===== src/rtl/double_dabble_seq_if.sv =====
// double_dabble_seq_if
// Purpose : groups the start/busy/done handshake and result bus of the
//           sequential binary-to-BCD converter.
// Signals : Start_i, Binary_i         - conversion request and operand (master drives)
//           Busy_o, Done_o            - progress / one-cycle completion pulse
//           BCD_o, Overflow_o         - registered result, held until next Done_o
//           DigitEn_o                 - per-digit display enable
// Modports: master (requester / display side), slave (converter).
interface double_dabble_seq_if #(
    parameter int unsigned INPUT_BITS    = 16,
    parameter int unsigned OUTPUT_DIGITS = 5
);
    logic                         Start_i;
    logic [INPUT_BITS-1:0]        Binary_i;
    logic                         Busy_o;
    logic                         Done_o;
    logic [OUTPUT_DIGITS*4-1:0]   BCD_o;
    logic                         Overflow_o;
    logic [OUTPUT_DIGITS-1:0]     DigitEn_o;

    modport master (
        output Start_i, Binary_i,
        input  Busy_o, Done_o, BCD_o, Overflow_o, DigitEn_o
    );

    modport slave (
        input  Start_i, Binary_i,
        output Busy_o, Done_o, BCD_o, Overflow_o, DigitEn_o
    );
endinterface


===== src/rtl/double_dabble_seq.sv =====
// double_dabble_seq
// Purpose : sequential binary-to-BCD converter, one add-3/shift step per clock.
//           A conversion takes INPUT_BITS cycles of Busy_o, followed by a
//           one-cycle Done_o pulse in IDLE. Inputs that need more than
//           OUTPUT_DIGITS digits saturate BCD_o to all nines and set Overflow_o.
// Ports   : Clock - rising-edge clock
//           Reset - synchronous, active-high reset
//           bus   - double_dabble_seq_if.slave (Start_i, Binary_i, Busy_o,
//                   Done_o, BCD_o, Overflow_o, DigitEn_o)
// Macro   : DOUBLE_DABBLE_SEQ_BLANK_EN - when defined, DigitEn_o blanks leading
//           zero digits and is registered with BCD_o; otherwise it is all ones.
module double_dabble_seq #(
    parameter int unsigned INPUT_BITS    = 16,
    parameter int unsigned OUTPUT_DIGITS = 5,
    localparam int unsigned OUTPUT_BITS  = OUTPUT_DIGITS * 4
) (
    input logic                 Clock,
    input logic                 Reset,
    double_dabble_seq_if.slave  bus
);
    localparam int unsigned CNT_W = $clog2(INPUT_BITS + 1);

    typedef enum logic {StIdle, StShift} state_t;

    state_t                   r_state,  w_state_d;
    logic [INPUT_BITS-1:0]    r_shift,  w_shift_d;
    logic [OUTPUT_BITS-1:0]   r_acc,    w_acc_d;
    logic [CNT_W-1:0]         r_cnt,    w_cnt_d;
    logic                     r_sticky, w_sticky_d;
    logic [OUTPUT_BITS-1:0]   r_bcd,    w_bcd_d;
    logic                     r_ovf,    w_ovf_d;
    logic                     r_done,   w_done_d;

    logic [OUTPUT_BITS-1:0]   w_acc_adj;
    logic [OUTPUT_BITS-1:0]   w_acc_sh;
    logic [INPUT_BITS-1:0]    w_shift_sh;
    logic                     w_sticky_sh;

    // Shared add-3 stage: each digit corrected independently, no inter-digit carry.
    always_comb begin
        w_acc_adj = r_acc;
        for (int k = 0; k < OUTPUT_DIGITS; k++) begin
            if (r_acc[4*k +: 4] >= 4'd5) begin
                w_acc_adj[4*k +: 4] = r_acc[4*k +: 4] + 4'd3;
            end
        end
    end

    assign w_acc_sh    = {w_acc_adj[OUTPUT_BITS-2:0], r_shift[INPUT_BITS-1]};
    assign w_shift_sh  = r_shift << 1;
    // Any bit shifted out of the top digit means the value no longer fits.
    assign w_sticky_sh = r_sticky | w_acc_adj[OUTPUT_BITS-1];

`ifdef DOUBLE_DABBLE_SEQ_BLANK_EN
    logic [OUTPUT_DIGITS-1:0] r_digit_en, w_digit_en_d, w_en_calc;
    logic                     w_any;

    // Enable a digit when it or any more-significant digit is nonzero.
    always_comb begin
        w_any     = 1'b0;
        w_en_calc = '0;
        for (int k = OUTPUT_DIGITS - 1; k >= 0; k--) begin
            w_any        = w_any | (w_acc_sh[4*k +: 4] != 4'd0);
            w_en_calc[k] = w_any;
        end
        w_en_calc[0] = 1'b1;
        if (w_sticky_sh) begin
            w_en_calc = '1;
        end
    end

    always_comb begin
        w_digit_en_d = r_digit_en;
        if ((r_state == StShift) && (r_cnt == CNT_W'(1))) begin
            w_digit_en_d = w_en_calc;
        end
    end

    always_ff @(posedge Clock) begin
        if (Reset) begin
            r_digit_en <= '1;
        end else begin
            r_digit_en <= w_digit_en_d;
        end
    end

    assign bus.DigitEn_o = r_digit_en;
`else
    assign bus.DigitEn_o = '1;
`endif

    always_comb begin
        w_state_d  = r_state;
        w_shift_d  = r_shift;
        w_acc_d    = r_acc;
        w_cnt_d    = r_cnt;
        w_sticky_d = r_sticky;
        w_bcd_d    = r_bcd;
        w_ovf_d    = r_ovf;
        w_done_d   = 1'b0;
        case (r_state)
            StIdle: begin
                if (bus.Start_i) begin
                    w_shift_d  = bus.Binary_i;
                    w_acc_d    = '0;
                    w_sticky_d = 1'b0;
                    w_cnt_d    = CNT_W'(INPUT_BITS);
                    w_state_d  = StShift;
                end
            end
            StShift: begin
                w_shift_d  = w_shift_sh;
                w_acc_d    = w_acc_sh;
                w_sticky_d = w_sticky_sh;
                w_cnt_d    = r_cnt - CNT_W'(1);
                if (r_cnt == CNT_W'(1)) begin
                    w_state_d = StIdle;
                    w_done_d  = 1'b1;
                    w_ovf_d   = w_sticky_sh;
                    w_bcd_d   = w_sticky_sh ? {OUTPUT_DIGITS{4'h9}} : w_acc_sh;
                end
            end
            default: w_state_d = StIdle;
        endcase
    end

    always_ff @(posedge Clock) begin
        if (Reset) begin
            r_state  <= StIdle;
            r_shift  <= '0;
            r_acc    <= '0;
            r_cnt    <= '0;
            r_sticky <= 1'b0;
            r_bcd    <= '0;
            r_ovf    <= 1'b0;
            r_done   <= 1'b0;
        end else begin
            r_state  <= w_state_d;
            r_shift  <= w_shift_d;
            r_acc    <= w_acc_d;
            r_cnt    <= w_cnt_d;
            r_sticky <= w_sticky_d;
            r_bcd    <= w_bcd_d;
            r_ovf    <= w_ovf_d;
            r_done   <= w_done_d;
        end
    end

    assign bus.Busy_o     = (r_state == StShift);
    assign bus.Done_o     = r_done;
    assign bus.BCD_o      = r_bcd;
    assign bus.Overflow_o = r_ovf;
endmodule

===== src/flat_wrapper.sv =====
// flat-port wrapper written by rule: the top's interface ports become plain ports
module double_dabble_seq_flat 
#(
    parameter int unsigned INPUT_BITS    = 16,
    parameter int unsigned OUTPUT_DIGITS = 5,
    localparam int unsigned OUTPUT_BITS  = OUTPUT_DIGITS * 4
)
  (Clock, Reset, bus_Start_i, bus_Binary_i, bus_Busy_o, bus_Done_o, bus_BCD_o, bus_Overflow_o, bus_DigitEn_o);
  double_dabble_seq_if #(.INPUT_BITS(INPUT_BITS), .OUTPUT_DIGITS(OUTPUT_DIGITS)) bus_i ();
  input logic Clock;
  input logic Reset;
  input wire logic [$bits(bus_i.Start_i)-1:0] bus_Start_i;
  input wire logic [$bits(bus_i.Binary_i)-1:0] bus_Binary_i;
  output wire logic [$bits(bus_i.Busy_o)-1:0] bus_Busy_o;
  output wire logic [$bits(bus_i.Done_o)-1:0] bus_Done_o;
  output wire logic [$bits(bus_i.BCD_o)-1:0] bus_BCD_o;
  output wire logic [$bits(bus_i.Overflow_o)-1:0] bus_Overflow_o;
  output wire logic [$bits(bus_i.DigitEn_o)-1:0] bus_DigitEn_o;
  assign bus_i.Start_i = bus_Start_i;
  assign bus_i.Binary_i = bus_Binary_i;
  assign bus_Busy_o = bus_i.Busy_o;
  assign bus_Done_o = bus_i.Done_o;
  assign bus_BCD_o = bus_i.BCD_o;
  assign bus_Overflow_o = bus_i.Overflow_o;
  assign bus_DigitEn_o = bus_i.DigitEn_o;
  double_dabble_seq #(.INPUT_BITS(INPUT_BITS), .OUTPUT_DIGITS(OUTPUT_DIGITS)) u_core (.Clock(Clock), .Reset(Reset), .bus(bus_i));
endmodule

===== config.mk =====
export PLATFORM = sky130hd
export DESIGN_NAME = double_dabble_seq_flat
export DESIGN_NICKNAME = d
export VERILOG_FILES = /design/src/rtl/double_dabble_seq_if.sv /design/src/rtl/double_dabble_seq.sv /design/src/flat_wrapper.sv
export SDC_FILE = /design/constraint.sdc
export NUM_CORES = 1
export LEC_CHECK = 0
export ABC_CLOCK_PERIOD_IN_PS = 2400
export BUFFER_PORTS_ARGS = -buffer_cell sky130_fd_sc_hd__buf_2
export CORE_MARGIN = 8
export CORE_UTILIZATION = 30
export CTS_BUF_LIST = sky130_fd_sc_hd__clkbuf_4
export DETAILED_ROUTE_END_ITERATION = 10
export HOLD_SLACK_MARGIN = 0.03
export PLACE_DENSITY = 0.47
export SLEW_MARGIN = 10
export SYNTH_ARGS = -nofsm -noshare
export SYNTH_HDL_FRONTEND = slang
export SYNTH_SLANG_ARGS = --single-unit

===== constraint.sdc =====
create_clock -name Clock -period 2.4 [get_ports Clock]
set_input_delay 0.48 -clock Clock [delete_from_list [all_inputs] [get_ports Clock]]
set_output_delay 0.48 -clock Clock [all_outputs]
set_load 0.1 [all_outputs]

==> run_results.csv <==
group,metric,value,unit
outcome,status,"completed",
grt,gr-total-overflow,0,
worst_setup_path,cp.depth,6,
pwr,finalPower,2.141,mW
logic_synthesis,synthFlopType,"dfxtp_1",
worst_setup_path,critical_path.max_stage_delay,500,ps
clocking,cts_resized,0,
grt,antenna_found_initial,1,
timing,fin_skew,10.70,ps
logic_synthesis,synth-seq-cells,65,
timing,slew_violations,0,
layout,instances_no_fill,573,
clocking,cts_buffers,9,
logic_synthesis,syn_area_per_cell,8.444,µm²
layout,fin_util,34.70,%
place,hpwlAfterDp,5.540,mm
logic_synthesis,synthTopCellsByArea,"dfxtp_1 39%, nor2_1 6.1%, a21oi_1 6.0%, mux2i_1 5.1%, o32ai_2 4.8%",
timing,fmax,515.2,MHz
clocking,cts_buffer_depth,2,
worst_setup_path,required,2680,ps
route,drt_iter0_drc,151,
timing,hold_ws,357.5,ps
grt,grt_pass1_wl,13.62,mm
clocking,cts_tree,"done",
timing,post-route-min-period,1941,ps
timing,final.setup.tns,0,ps
worst_setup_path,cp_slowest_cell,"or3_1",
logic_synthesis,netlist_area,3361,µm²
pwr,vdd_drop_max,0.4309,mV
worst_setup_path,rr_worst_depth,6,
layout,drive_gt1_share,17.82,%
layout,final_nets,458,
min_path,hold_path_startpoint,"bus_Binary_i[0]",
worst_setup_path,critical_path_arrival,2220,ps
min_path,hold-path-cell-count,3,
route,viasPerCell,4.969,
place,gp_congestion,0.7723,
worst_setup_path,critPathTopFamily,"simple AND/OR/NAND/NOR gates",
pwr,p_per_area,566.5,nW/µm²
floorplanning,io_pins,47,
clocking,h-tree-depth,3,
floorplanning,die_y,121.8,µm
clocking,cts_setup_buffers,0,
place,dp.cells,556,
grt,grt_max_degree,53,
timing,rsz0062_at_grt,"false",
timing,finalSetupViolCount,0,
timing,finalHoldViolCount,0,
worst_setup_path,reg2reg_from,"u_core.r_acc[16]",
route,routedWlPerCell,14.18,µm
logic_synthesis,seq_area_frac_synth,38.72,%
logic_synthesis,ys.warnings.count,0,
layout,synthToLayoutAreaGrowth,12.43,%
route,drt-total-wl,8.127,mm
timing,period_share,80.88,%
min_path,whs_endpoint,"u_core.r_shift[0]",
worst_setup_path,crit_chain,"inv_1, ha_1, and2b_1, nor3_2, or3_1, o32ai_2",
min_path,hold_path_class,"in -> reg",
grt,grt_pass1_vias,2798,
pwr,p_leak,1.485,nW
logic_synthesis,ys_types,40,
logic_synthesis,synth_cells,398,
worst_setup_path,critPathLaunchType,"register",
floorplanning,rows,38,
grt,track_usage,11.50,%
floorplanning,die-area,14850,µm²
floorplanning,start_util,30.87,%
route,drc,0,
clocking,cts.sinks,65,
logic_synthesis,synth_top_area_share,38.72,%
worst_setup_path,crit_buf_inv,1,
logic_synthesis,yosys.area.top_type,"dfxtp_1",
place,portBuffers,41,
place,post_dp_cell_area,3647,µm²
logic_synthesis,synthArstFlopShare,0,%
worst_setup_path,cp-end-kind,"register",
clocking,cts_root_buf,"clkbuf_4",
worst_setup_path,cp_max_fo,10,
clocking,clk_latency,410,ps
route,num_vias,2847,
route,dr.pass1.iters,4,
clocking,path_clk_slew,110,ps
timing,final.setup.worst_slack,458.9,ps
worst_setup_path,r2r_end,"u_core.bus.BCD_o[6]",
floorplanning,fp.dieW,121.8,µm
logic_synthesis,synth_edf_count,0,
worst_setup_path,critPathKind,"reg -> reg",
layout,fin_area,3779,µm²
timing,worst_pin_slew,594.9,ps
place,pre_cts_ws,455.6,ps
route,antenna_left,0,
worst_setup_path,rrSetupSlack,460,ps
floorplanning,coreArea,10890,µm²
clocking,cts_hold_buf,0,
timing,relSlewSlack,60.34,%
flow_run,drv_cap,0,
==> sequential cells by signal (all words and copies together) (netlist names) <==
name,cells
u_core.bus.BCD_o,20
u_core.bus.Busy_o,1
u_core.bus.Done_o,1
u_core.bus.Overflow_o,1
u_core.r_acc,20
u_core.r_cnt,5
u_core.r_shift,16
u_core.r_sticky,1
==> report_power, final <==
part           internal [mW]  switching [mW]  leakage (nW)
Combinational         0.0800           0.206         0.884
Sequential              1.11          0.0209         0.528
Clock                  0.330           0.393        0.0734
==> synth_stat cells (all sizes together) (11+ instances only) <==
cell type,n
ha,12
dfxtp,65
buf,15
clkbuf,21
inv,16
nor3,11
nor3b,11
mux2i,17
o21ai,15
nor2,55
nand2,23
a21oi,40
==> worst min-delay path: cells and delay by family <==
| kind | cells | cell delay (ps) |
|---|---|---|
| AND/OR/NAND/NOR | 1 | 110 |
| buffers and inverters | 1 | 80 |
| multiplexers | 1 | 60 |
==> metal layers <==
| layer | global-route usage (%) | up-vias | part of all wire, % |
|---|---|---|---|
| met5 | 0 | - | 0 |
| met4 | 3.624 | 0 | 1.2 |
| met3 | 4.489 | 10 | 5.7 |
| met2 | 18.86 | 46 | 47 |
| met1 | 13.53 | 1330 | 46 |
| li1 | - | 1461 | - |
==> layout by cell type (no fill, tap or decap), types with 4 or more instances in the layout <==
cell / count
conb_1: 5
dfxtp_1: 64
ha_1: 12
nor3_1: 10
mux2i_1: 17
and2_1: 9
buf_2: 41
o21ai_0: 14
nand2_1: 23
a311oi_1: 9
or3_1: 5
nor3b_1: 11
buf_4: 9
a31oi_1: 10
o32ai_2: 10
nand3b_1: 10
a21oi_1: 40
a211o_1: 6
nor2_1: 55
a21o_1: 4
inv_1: 16
nand2b_1: 9
nand3_1: 5
o211ai_1: 5
clkbuf_4: 11
o2111ai_1: 4
clkinv_1: 4
==> final cells by class <==
cell class | instances | area [µm²]
repair buffers | 50 | 272.8
clock inverters | 5 | 46.29
flip-flops and latches | 65 | 1303
fillers | 1179 | 7109
well taps | 140 | 175.2
diodes | 1 | 2.502
multi-input cells | 284 | 1833
inverters | 17 | 63.81
clock buffers | 11 | 82.58
==> cells by family after synthesis <==
kind of cell               synth area share (%)
and+or+nand+nor                           21.15
AOI/OAI and AO/OA                         23.05
DFF                                       38.72
buffers and inverters                     7.185
muxes                                     5.063
adders and majority gates                 4.467
other                                    0.1116
xor gates and xnor gates                 0.2607
==> worst max path at each step <==
stage | startpoint | endpoint | slack [ps]
final | u_core.r_acc[16] | u_core.bus.BCD_o[6] | 460
after global routing | u_core.r_acc[16] | u_core.bus.BCD_o[1] | 230
after CTS | u_core.r_acc[16] | u_core.bus.BCD_o[6] | 420
after detailed placement | u_core.r_acc[16] | u_core.bus.BCD_o[18] | 460
after global placement | u_core.r_acc[16] | u_core.bus.BCD_o[18] | 510
after floorplan | u_core.bus.Busy_o | u_core.bus.BCD_o[10] | 410
Note: power is estimated with default switching activity, not from simulation.
